File: config.mk
export PLATFORM = sky130hd
export DESIGN_NAME = lfsr_decrypt_engine
export DESIGN_NICKNAME = d
export VERILOG_FILES = /design/src/rtl/lfsr_decrypt_engine.sv
export SDC_FILE = /design/constraint.sdc
export NUM_CORES = 1
export LEC_CHECK = 0
export ABC_AREA = 1
export CAP_MARGIN = 20
export CORE_MARGIN = 8
export CORE_UTILIZATION = 24
export DETAILED_ROUTE_END_ITERATION = 8
export DONT_BUFFER_PORTS = 1
export PLACE_DENSITY = 0.44
export SYNTH_ARGS = -nofsm -noshare
export SYNTH_HDL_FRONTEND = slang
export SYNTH_SLANG_ARGS = --single-unit
File: constraint.sdc
create_clock -name clk -period 3.4 [get_ports clk]
set_input_delay 0.17 -clock clk [delete_from_list [all_inputs] [get_ports clk]]
set_output_delay 0.17 -clock clk [all_outputs]
set_load 0.1 [all_outputs]
File: src/rtl/lfsr_decrypt_engine.sv
// lfsr_decrypt_engine: finds which LFSR tap pattern encrypted a memory block
// from its known preamble, then writes the decrypted block back to memory.
// Optional build macro: PREAMBLE_STRIP_EN (drop leading preamble, pad tail).
module lfsr_decrypt_engine #(
    parameter int                   DW       = 8,
    parameter int                   LW       = 6,
    parameter int                   AW       = 8,
    parameter int                   NTAP     = 6,
    parameter logic [NTAP*LW-1:0]   TAPS     = {6'h39, 6'h36, 6'h33, 6'h30, 6'h2D, 6'h21},
    parameter logic [DW-1:0]        PRE_CHAR = 8'h5F,
    parameter int                   PRE_LEN  = 7,
    parameter int                   MSG_LEN  = 64,
    parameter int                   RD_BASE  = 64,
    parameter int                   WR_BASE  = 0
) (
    input  logic                    clk,
    input  logic                    rst_n,
    input  logic                    init,
    output logic                    busy,
    output logic                    done,
    output logic                    err,
    output logic                    ambig,
    output logic [$clog2(NTAP)-1:0] tap_sel,
    output logic [AW-1:0]           raddr,
    input  logic [DW-1:0]           rdata,
    output logic [AW-1:0]           waddr,
    output logic [DW-1:0]           wdata,
    output logic                    wr_en
);

    localparam int              TSW        = $clog2(NTAP);
    localparam int              CW         = $clog2(MSG_LEN + 1);
    localparam logic [LW-1:0]   PRE_L      = PRE_CHAR[LW-1:0];
    localparam logic [AW-1:0]   RB         = AW'(RD_BASE);
    localparam logic [AW-1:0]   WB         = AW'(WR_BASE);
    localparam logic [CW-1:0]   TRAIN_LAST = CW'(PRE_LEN - 1);
    localparam logic [CW-1:0]   RUN_LAST   = CW'(MSG_LEN - 1);

    typedef enum logic [2:0] {
        S_IDLE  = 3'd0,
        S_SEED  = 3'd1,
        S_TRAIN = 3'd2,
        S_LOAD  = 3'd3,
        S_RUN   = 3'd4,
`ifdef PREAMBLE_STRIP_EN
        S_PAD   = 3'd5,
`endif
        S_DONE  = 3'd6
    } state_t;

    function automatic logic [LW-1:0] lfsr_step(input logic [LW-1:0] s,
                                                input logic [LW-1:0] t);
        return {s[LW-2:0], ^(s & t)};
    endfunction

    state_t                   state_q, state_d;
    logic [CW-1:0]            cnt_q, cnt_d;
    logic [LW-1:0]            seed_q, seed_d;
    logic [NTAP-1:0][LW-1:0]  trial_q, trial_d;
    logic [NTAP-1:0]          alive_q, alive_d;
    logic [LW-1:0]            dec_q, dec_d;
    logic [LW-1:0]            dtap_q, dtap_d;
    logic [TSW-1:0]           tsel_q, tsel_d;
    logic                     err_q, err_d;
    logic                     ambig_q, ambig_d;
`ifdef PREAMBLE_STRIP_EN
    logic [CW-1:0]            wptr_q, wptr_d;
    logic                     strip_q, strip_d;
    logic                     keep;
`endif

    logic [NTAP-1:0][LW-1:0]  trial_nx;
    logic [NTAP-1:0]          train_ok;
    logic [TSW-1:0]           first;
    logic                     multi;
    logic [LW-1:0]            key_in;
    logic [DW-1:0]            plain;

    assign key_in = PRE_L ^ rdata[LW-1:0];
    assign plain  = rdata ^ DW'(dec_q);
`ifdef PREAMBLE_STRIP_EN
    assign keep   = !(strip_q && plain == PRE_CHAR);
`endif

    // Step every trial LFSR and pick the surviving patterns
    always_comb begin
        trial_nx = trial_q;
        train_ok = '0;
        first    = '0;
        for (int i = 0; i < NTAP; i++) begin
            trial_nx[i] = lfsr_step(trial_q[i], TAPS[i*LW +: LW]);
            train_ok[i] = alive_q[i] && (trial_nx[i] == key_in);
        end
        for (int i = NTAP - 1; i >= 0; i--) begin
            if (train_ok[i]) first = TSW'(i);
        end
        multi = (train_ok & (train_ok - 1'b1)) != '0;
    end

    // State and datapath registers
    always_ff @(posedge clk or negedge rst_n) begin
        if (!rst_n) begin
            state_q <= S_IDLE;
            cnt_q   <= '0;
            seed_q  <= '0;
            trial_q <= '0;
            alive_q <= '0;
            dec_q   <= '0;
            dtap_q  <= '0;
            tsel_q  <= '0;
            err_q   <= 1'b0;
            ambig_q <= 1'b0;
`ifdef PREAMBLE_STRIP_EN
            wptr_q  <= '0;
            strip_q <= 1'b0;
`endif
        end else begin
            state_q <= state_d;
            cnt_q   <= cnt_d;
            seed_q  <= seed_d;
            trial_q <= trial_d;
            alive_q <= alive_d;
            dec_q   <= dec_d;
            dtap_q  <= dtap_d;
            tsel_q  <= tsel_d;
            err_q   <= err_d;
            ambig_q <= ambig_d;
`ifdef PREAMBLE_STRIP_EN
            wptr_q  <= wptr_d;
            strip_q <= strip_d;
`endif
        end
    end

    // Next-state and datapath updates
    always_comb begin
        state_d = state_q;
        cnt_d   = cnt_q;
        seed_d  = seed_q;
        trial_d = trial_q;
        alive_d = alive_q;
        dec_d   = dec_q;
        dtap_d  = dtap_q;
        tsel_d  = tsel_q;
        err_d   = err_q;
        ambig_d = ambig_q;
`ifdef PREAMBLE_STRIP_EN
        wptr_d  = wptr_q;
        strip_d = strip_q;
`endif
        unique case (state_q)
            S_IDLE, S_DONE: begin
                if (init) begin
                    state_d = S_SEED;
                    cnt_d   = '0;
                    err_d   = 1'b0;
                    ambig_d = 1'b0;
                end
            end
            S_SEED: begin
                seed_d  = key_in;
                trial_d = {NTAP{key_in}};
                alive_d = '1;
                cnt_d   = CW'(1);
                state_d = S_TRAIN;
            end
            S_TRAIN: begin
                trial_d = trial_nx;
                alive_d = train_ok;
                cnt_d   = cnt_q + 1'b1;
                if (cnt_q == TRAIN_LAST) begin
                    cnt_d = '0;
                    // a zero seed locks every LFSR at zero; never trust it
                    if (train_ok == '0 || seed_q == '0) begin
                        err_d   = 1'b1;
                        state_d = S_DONE;
                    end else begin
                        tsel_d  = first;
                        ambig_d = multi;
                        state_d = S_LOAD;
                    end
                end
            end
            S_LOAD: begin
                dec_d   = seed_q;
                dtap_d  = TAPS[tsel_q*LW +: LW];
                cnt_d   = '0;
                state_d = S_RUN;
`ifdef PREAMBLE_STRIP_EN
                wptr_d  = '0;
                strip_d = 1'b1;
`endif
            end
            S_RUN: begin
                dec_d = lfsr_step(dec_q, dtap_q);
                cnt_d = cnt_q + 1'b1;
`ifdef PREAMBLE_STRIP_EN
                if (keep) begin
                    strip_d = 1'b0;
                    wptr_d  = wptr_q + 1'b1;
                end
                if (cnt_q == RUN_LAST) begin
                    state_d = (wptr_d == CW'(MSG_LEN)) ? S_DONE : S_PAD;
                end
`else
                if (cnt_q == RUN_LAST) state_d = S_DONE;
`endif
            end
`ifdef PREAMBLE_STRIP_EN
            S_PAD: begin
                wptr_d = wptr_q + 1'b1;
                if (wptr_q == RUN_LAST) state_d = S_DONE;
            end
`endif
            default: state_d = S_IDLE;
        endcase
    end

    // Memory-side and status outputs decoded from state and counters
    always_comb begin
        busy  = 1'b0;
        done  = 1'b0;
        raddr = '0;
        waddr = '0;
        wdata = '0;
        wr_en = 1'b0;
        unique case (state_q)
            S_SEED, S_TRAIN: begin
                busy  = 1'b1;
                raddr = RB + AW'(cnt_q);
            end
            S_LOAD: busy = 1'b1;
            S_RUN: begin
                busy  = 1'b1;
                raddr = RB + AW'(cnt_q);
`ifdef PREAMBLE_STRIP_EN
                if (keep) begin
                    wr_en = 1'b1;
                    waddr = WB + AW'(wptr_q);
                    wdata = plain;
                end
`else
                wr_en = 1'b1;
                waddr = WB + AW'(cnt_q);
                wdata = plain;
`endif
            end
`ifdef PREAMBLE_STRIP_EN
            S_PAD: begin
                busy  = 1'b1;
                wr_en = 1'b1;
                waddr = WB + AW'(wptr_q);
                wdata = DW'(8'h20);
            end
`endif
            S_DONE: done = 1'b1;
            default: ;
        endcase
    end

    assign err     = err_q;
    assign ambig   = ambig_q;
    assign tap_sel = tsel_q;

endmodule

### Yosys cells after proc, flatten, opt, wreduce, memory -nomap -nowiden

Cells that the tools add are included.

* $add $sub $neg: 3
* $mul: 1
* divide/modulo/power cells: 0
* magnitude comparators: 0
* equal/unequal tests: 18
* shift operators: 1
* mux-type cells: 30
* bitwise gates (word level): 5
* reductions and logical operators: 30

Operator list (number)
* $pmux W36 S2: 1
* $reduce_xor A6 Y1: 7
* $eq A6 B6 Y1: 6
* $shiftx A36 B7 Y6 const A: 1
* $pmux W7 S5: 1
* $mux W3: 10
* $pmux W6 S2: 2
* $mux W7: 3
* $mux W8: 2
* $pmux W3 S5: 1
* $and A6 B6 Y6: 2
* $logic_not A6 Y1: 2
* $ne A2 B2 Y1 const B: 5
* $add A7 B7 Y8 const A: 1
* $mux W1: 8
* $reduce_and A4 Y1: 2
* $xor A8 B6 Y8: 1
* $add A7 B1 Y7 const B: 1
* $eq A7 B3 Y1 const B: 1
* $eq A7 B6 Y1 const B: 1
* $eq A3 B2 Y1 const B: 2
* $eq A3 B3 Y1 const B: 2
* $logic_and A1 B1 Y1: 6
* $reduce_and A3 Y1: 2
* other kinds (15): 18

* flip-flop bits (word level): 75
* latch bits: 0
* memory bits (writable): 0
* ROM bits: 0
* output and inout bits: 32
* memories: 0

### Depth between registers and ports, before layout

Gate-level depths: netlist of run 1.

* depth in word-level cells: 9
* mapped depth: 16
* depth with buffers taken out: 16

### Worst setup path after synthesis of run 1

No wires, ideal clock.

* path kind: register to output
* start point: register state_q[1]
* end point: output port wdata[5]
* arrival: 2431 ps
* data required time: 3230 ps
* slack: 799 ps
* stages on the path, launching flop included: 5
* buffers on the path: 1
* cell sequence: dfrtp_1 nor2_1 nand2_2 clkbuf_1 a21oi_1

* cells in the longest elaborated chain, start to end: 2

RTL lines
* start, declared: RTL line 56 `state_t state_q, state_d;`
* start signal, assigned: RTL line 118 `state_q <= state_d;`
* $eq A3 B3 Y1: RTL line 227 `unique case (state_q)`
* $mux W8: RTL line 227
* end, declared: RTL line 27 `output logic [DW-1:0] wdata,`

Every way passes these cells.

### Worst setup path after layout of run 1

* start point: register state_q[0]
* end point: output port raddr[0]

* cells in the longest elaborated chain, start to end: 3

RTL lines
* $eq A3 B3 Y1, or another cell as far along: RTL line 227
* $reduce_or A3 Y1 (no line) (*)
* $mux W8 (*)
* end, declared: RTL line 24 `output logic [AW-1:0] raddr,`

Every way passes the cells marked *; elsewhere a longest branch is shown, timed or not.

==> results of run 1 <==
-- report_power, final --
group          switching (mW)  total, mW  internal [mW]  leakage (nW)
Clock                   0.411      0.909          0.498         0.132
Combinational            2.07       2.98          0.907          1.58
Sequential              0.416       1.69           1.28         0.945
-- kinds of logic (layout without fill, tap and decap cells) --
group | after synthesis | after routing | synth area share
AO/OA/AOI/OAI | 83 | 83 | 0.113
flip-flops | 75 | 75 | 0.404
adder cells (fa/ha/maj) | 3 | 3 | 0.00809
other | 1 | 1 | 0.000808
AND/OR/NAND/NOR | 342 | 342 | 0.335
buffers and inverters | 103 | 129 | 0.0957
XOR/XNOR | 23 | 23 | 0.0434
-- routing by layer --
metal	wire [um]	GRT usage
met5	0	0
met4	265	0.0359
met3	716	0.0283
met2	6500	0.195
met1	6210	0.151
-- layout by cell type, fill, tap and decap left out, types with 9 or more instances in the layout --
master	count
nand2_1	207
dfrtp_1	75
inv_1	68
nor2_1	45
nand3_1	32
buf_4	29
o21ai_0	20
o211ai_1	17
nor2_2	14
a21oi_1	12
xnor2_1	12
xor2_1	11
clkbuf_16	9
-- timing repair --
action                    CTS  global route
hold endpoints to repair   75             0
hold buffers                2             0
setup buffers               0             0
-- stage by stage --
step	setup WS (ps)	instances	utilization
6_report	690	921	0.283
5_1_grt	486	921	0.283
4_1_cts	628	921	0.283
3_5_place_dp	1010	903	0.266
3_3_place_gp	1110	903	0.266
2_1_floorplan	799	630	-
-- final timing paths --
kind,start,end,slack [ps],cells past startpoint
max,state_q[0],raddr[0],690,10
min,rdata[0],alive_q[5],100,3
max reg2reg,state_q[0],cnt_q[5],1090,12
min reg2reg,dtap_q[3],dtap_q[3],500,2
max in group asynchronous,rst_n,trial_nx[5],2690,2
min in group asynchronous,rst_n,dtap_q[4],370,2
-- sequential cells by signal (all words and copies together), names as in the netlist --
register and cells:
ambig 1, state_q 3, dec_q 6, trial_q 6
err 1, tap_sel 3, trial_nx 30, cnt_q 7
dtap_q 6, alive_q 6, seed_q 6
-- worst max-delay path, stage by stage, from the launching register on --
cell and delay (ps):
dfrtp_1 390, inv_1 80, nand2_1 150, nor2_8 420
inv_4 240, nand2_8 220, nor2_1 60, clkinv_1 180
nand2_1 100, inv_1 60, buf_4 280
-- cell type report --
| class | count | area, um2 |
|---|---|---|
| fill | 2073 | 13800 |
| multi-input combinational | 452 | 2360 |
| sequential | 75 | 1880 |
| tap | 265 | 332 |
| inverter | 82 | 324 |
| timing repair buffer | 31 | 255 |
| clock buffer | 9 | 225 |
| clock inverter | 7 | 51.3 |
==> impl_metrics.json, run 1 <==
{
  "post_dp_cell_area_mm2": 0.00511,
  "rows": 51,
  "worstPathArrival_ps": 2540,
  "ant_nets": 0,
  "p_per_area_mw_per_mm2": 1030,
  "ys_types": 51,
  "port_buffers": 0,
  "cts_htree_levels": 3,
  "pin_count": 43,
  "grt_setup_unrepaired": "false",
  "dp_hpwl_um": 9600,
  "cts-root-buf": "clkbuf_16",
  "crit_path_end_kind": "output port",
  "synth_edf_count": 0,
  "synth_area_leader_cell": "dfrtp_1",
  "ys_ff_latch": 75,
  "dr.pass1.iters": 7,
  "antenna_found_initial": 0,
  "grt_pass1_wl_um": 22400,
  "grt_pass1_vias": 4197,
  "fp.dieW_um": 155,
  "syn-cell-area_mm2": 0.00464,
  "tns_ps": 0,
  "worstMarginPinSlew_ps": 983,
  "ys.flop_type": "dfrtp_1",
  "crit_fanout": 28,
  "grt_overflow_total": 0,
  "clkTransAtPathRegs_ps": 70,
  "worstSetupPathType": "reg2out",
  "leakage_nw": 2.65,
  "cts_tree": "done",
  "slew_headroom": 0.345,
  "clock_path_buffers": 2,
  "worst_ep_required_time_ps": 3230,
  "slew_violations": 0,
  "ys.warnings.count": 0,
  "initial_utilization": 0.242,
  "finalHoldViolCount": 0,
  "dieArea_mm2": 0.0240,
  "wirelength_um": 13700,
  "syn_inst": 630,
  "place_congestion": 0.808,
  "nets": 665,
  "detail_route.wl_per_cell_um": 14.9,
  "ys_seq_area_frac": 0.404,
  "ir_worst_vdd_mv": 0.321,
  "synth-async-reset-ratio": 1.00,
  "drive_above_1_share": 0.166,
  "post-route-period-util": 0.797,
  "grt_max_degree": 76,
  "synth_most_common_cell": "nand2_1",
  "total_power_mw": 5.58,
  "drv_cap": 0,
  "drt_iter0_markers": 257,
  "status": "finished clean",
  "n_antenna_cell": 0,
  "numCtsBuffers": 9,
  "dieHeight_um": 155,
  "ys_top_cells_by_area": "dfrtp_1 (40%), nand2_1 (17%), inv_1 (5.5%), nor2_1 (4.4%), nand3_1 (3.5%)",
  "syn_area_per_cell_um2": 7.37,
  "insertion_delay_ps": 340,
  "holdWs_ps": 97.1,
  "viasPerCell": 4.50,
  "start_kind": "register",
  "clock_skew_ps": 8.57,
  "core-area_mm2": 0.0192,
  "synth_top_area_frac": 0.404,
  "cts_resized": 0,
  "area_growth_pct": 17.0,
  "max_freq_mhz": 369,
  "final_area_mm2": 0.00543,
  "grt_usage": 0.119,
  "num_vias": 4147,
  "period_needed_ps": 2710,
  "synth.net_count": 644,
  "setup-violations-final": 0,
  "cts_num_sinks": 75,
  "drc_errors": 0,
  "hp-class": "in2reg",
  "synthTopCellsByCount": "nand2_1 (207), dfrtp_1 (75), inv_1 (68)"
}
(Power assumes the default switching activity.)
==> run 2, diff against run 1 <==
==> constraint.sdc (replaced) <==
create_clock -name clk -period 2.8 [get_ports clk]
set_input_delay 0.14 -clock clk [delete_from_list [all_inputs] [get_ports clk]]
set_output_delay 0.14 -clock clk [all_outputs]
set_load 0.1 [all_outputs]
==> impl_metrics.json, run 2 (synthesis results as in run 1) <==
{
  "postCtsHoldBufs": 2,
  "grt.met1_usage": 0.155,
  "crit_slowest_cell": "dfrtp_1",
  "clkPwrFrac": 0.165,
  "core-area_mm2": 0.0192,
  "ant_nets": 0,
  "top_usage_layer": "met2",
  "path_buf_inv": 4,
  "stdcell_count": 925,
  "drv_cap": 0,
  "worstMarginPinSlew_ps": 917,
  "cts_resized": 0,
  "slew_violations": 0,
  "drt_iter0_markers": 341,
  "gr-usage-met2": 0.186,
  "tns_ps": 0,
  "finalHoldViolCount": 0,
  "n_antenna_cell": 0,
  "cts-root-buf": "clkbuf_16",
  "use_met3": 0.0186,
  "nets": 669,
  "rows": 51,
  "drive_above_1_share": 0.170,
  "clkTransAtPathRegs_ps": 60,
  "power_frac_comb": 0.550,
  "holdWs_ps": 50.8,
  "path_cells": "nand2_1 -> nor2_8 -> inv_4 -> nand2_8 -> nor2_1 -> clkinv_1 -> nand2_1 -> inv_1 -> buf_12",
  "final_common_cell": "nand2_1",
  "insertion_delay_ps": 340,
  "area_growth_pct": 20.2,
  "crit_fanout": 23,
  "antenna_found_initial": 0,
  "max_freq_mhz": 412,
  "placedCellCount": 907,
  "viasPerCell": 4.55,
  "crit_path_end_kind": "output port",
  "dp_hpwl_um": 9690,
  "total_power_mw": 7.00,
  "wirelength_um": 13700,
  "grt_setup_unrepaired": "false",
  "crit_family": "buffers and inverters",
  "final_area_mm2": 0.00558,
  "dr.pass1.iters": 4,
  "ir_worst_vdd_mv": 0.518,
  "period_needed_ps": 2430,
  "slowest_delay_ps": 430,
  "grt_max_degree": 76,
  "p_int_mw": 3.44,
  "timing.critical_path.mode_cell": "nand2_1",
  "post_dp_cell_area_mm2": 0.00525,
  "grt_pass1_wl_um": 22000,
  "grt_overflow_total": 0,
  "setup-violations-final": 0,
  "place_ws_ps": 730,
  "port_buffers": 0,
  "switching_share": 0.508,
  "dieHeight_um": 155,
  "numCtsBuffers": 9,
  "initial_utilization": 0.242,
  "start_kind": "register",
  "worstSetupPathType": "reg2out",
  "largest_reg_flops": 30,
  "clock_path_buffers": 2,
  "cts_htree_levels": 3,
  "fp.dieW_um": 155,
  "dieArea_mm2": 0.0240,
  "leakage_nw": 2.70,
  "cts_setup_buffers": 0,
  "grt_pass1_vias": 4034,
  "pin_count": 43,
  "slew_headroom": 0.389,
  "p_per_area_mw_per_mm2": 1260,
  "cts_tree": "done",
  "p_switching_mw": 3.56,
  "worstPathArrival_ps": 2290,
  "fin_ws_ps": 372,
  "drc_errors": 0,
  "place_congestion": 0.796,
  "worst_ep_required_time_ps": 2660,
  "mostFrequentLayoutCells": "nand2_1 (207), dfrtp_1 (75), inv_1 (68), nor2_1 (45), nand3_1 (32)",
  "utilization": 0.290,
  "status": "finished clean",
  "p_seq_frac": 0.286,
  "clock_skew_ps": 7.46,
  "num_vias": 4210,
  "detail_route.wl_per_cell_um": 14.8,
  "hp-class": "in2reg",
  "cts_num_sinks": 75,
  "grt_usage": 0.117,
  "post-route-period-util": 0.867,
  "r2r_slack_ps": 720
}
run 2: cell count changes in the layout (fill, tap and decap cells not counted), sizes merged:
cell,change
buf,+4
bufinv,+1
clkinv,-1
clkinvlp,+1
clkbuf,+1
inv,-2
run 2: final cells by class:
type                       instances  area [um2]
sequential                        75        1880
tap                              265         332
clock buffer                      10         229
multi-input combinational        452        2360
inverter                          82         324
fill                            2022       13600
clock inverter                     6        66.3
timing repair buffer              35         385
run 2: path summary, 6_finish.rpt:
path | from | end | depth (start not counted)
max | state_q[1] | raddr[0] | 9
min | rdata[0] | alive_q[5] | 3
max reg2reg | state_q[1] | cnt_q[5] | 11
min reg2reg | dtap_q[3] | dtap_q[3] | 2
max in group asynchronous | rst_n | trial_q[29] | 2
min in group asynchronous | rst_n | dtap_q[0] | 2
run 2: worst register-to-register path, stage by stage, from the launching register on:
cell	delay (ps)
dfrtp_1	430
nor2_1	200
nand2_2	250
buf_4	290
nand2_4	130
clkinv_2	110
nand3_2	110
nand2_4	90
inv_4	110
nand3_4	80
o22ai_2	140
a21oi_2	40
run 2: metal layers:
| layer | vias up | routed length (um) |
|---|---|---|
| met1 | 2042 | 6560 |
| met3 | 18 | 558 |
| met2 | 92 | 6330 |
| met5 | - | 0 |
| met4 | 0 | 257 |
| li1 | 2058 | - |
run 2: power by group through the flow:
stage | combinational (mW) | clock, mW | sequential [mW]
after detailed placement | 3.83 | 0 | 2.01
final | 3.85 | 1.15 | 2.00
after CTS | 3.87 | 1.18 | 1.99
after floorplan | 3.00 | 0 | 1.91
after global placement | 3.77 | 0 | 2.00
after global routing | 4.26 | 1.23 | 2.06
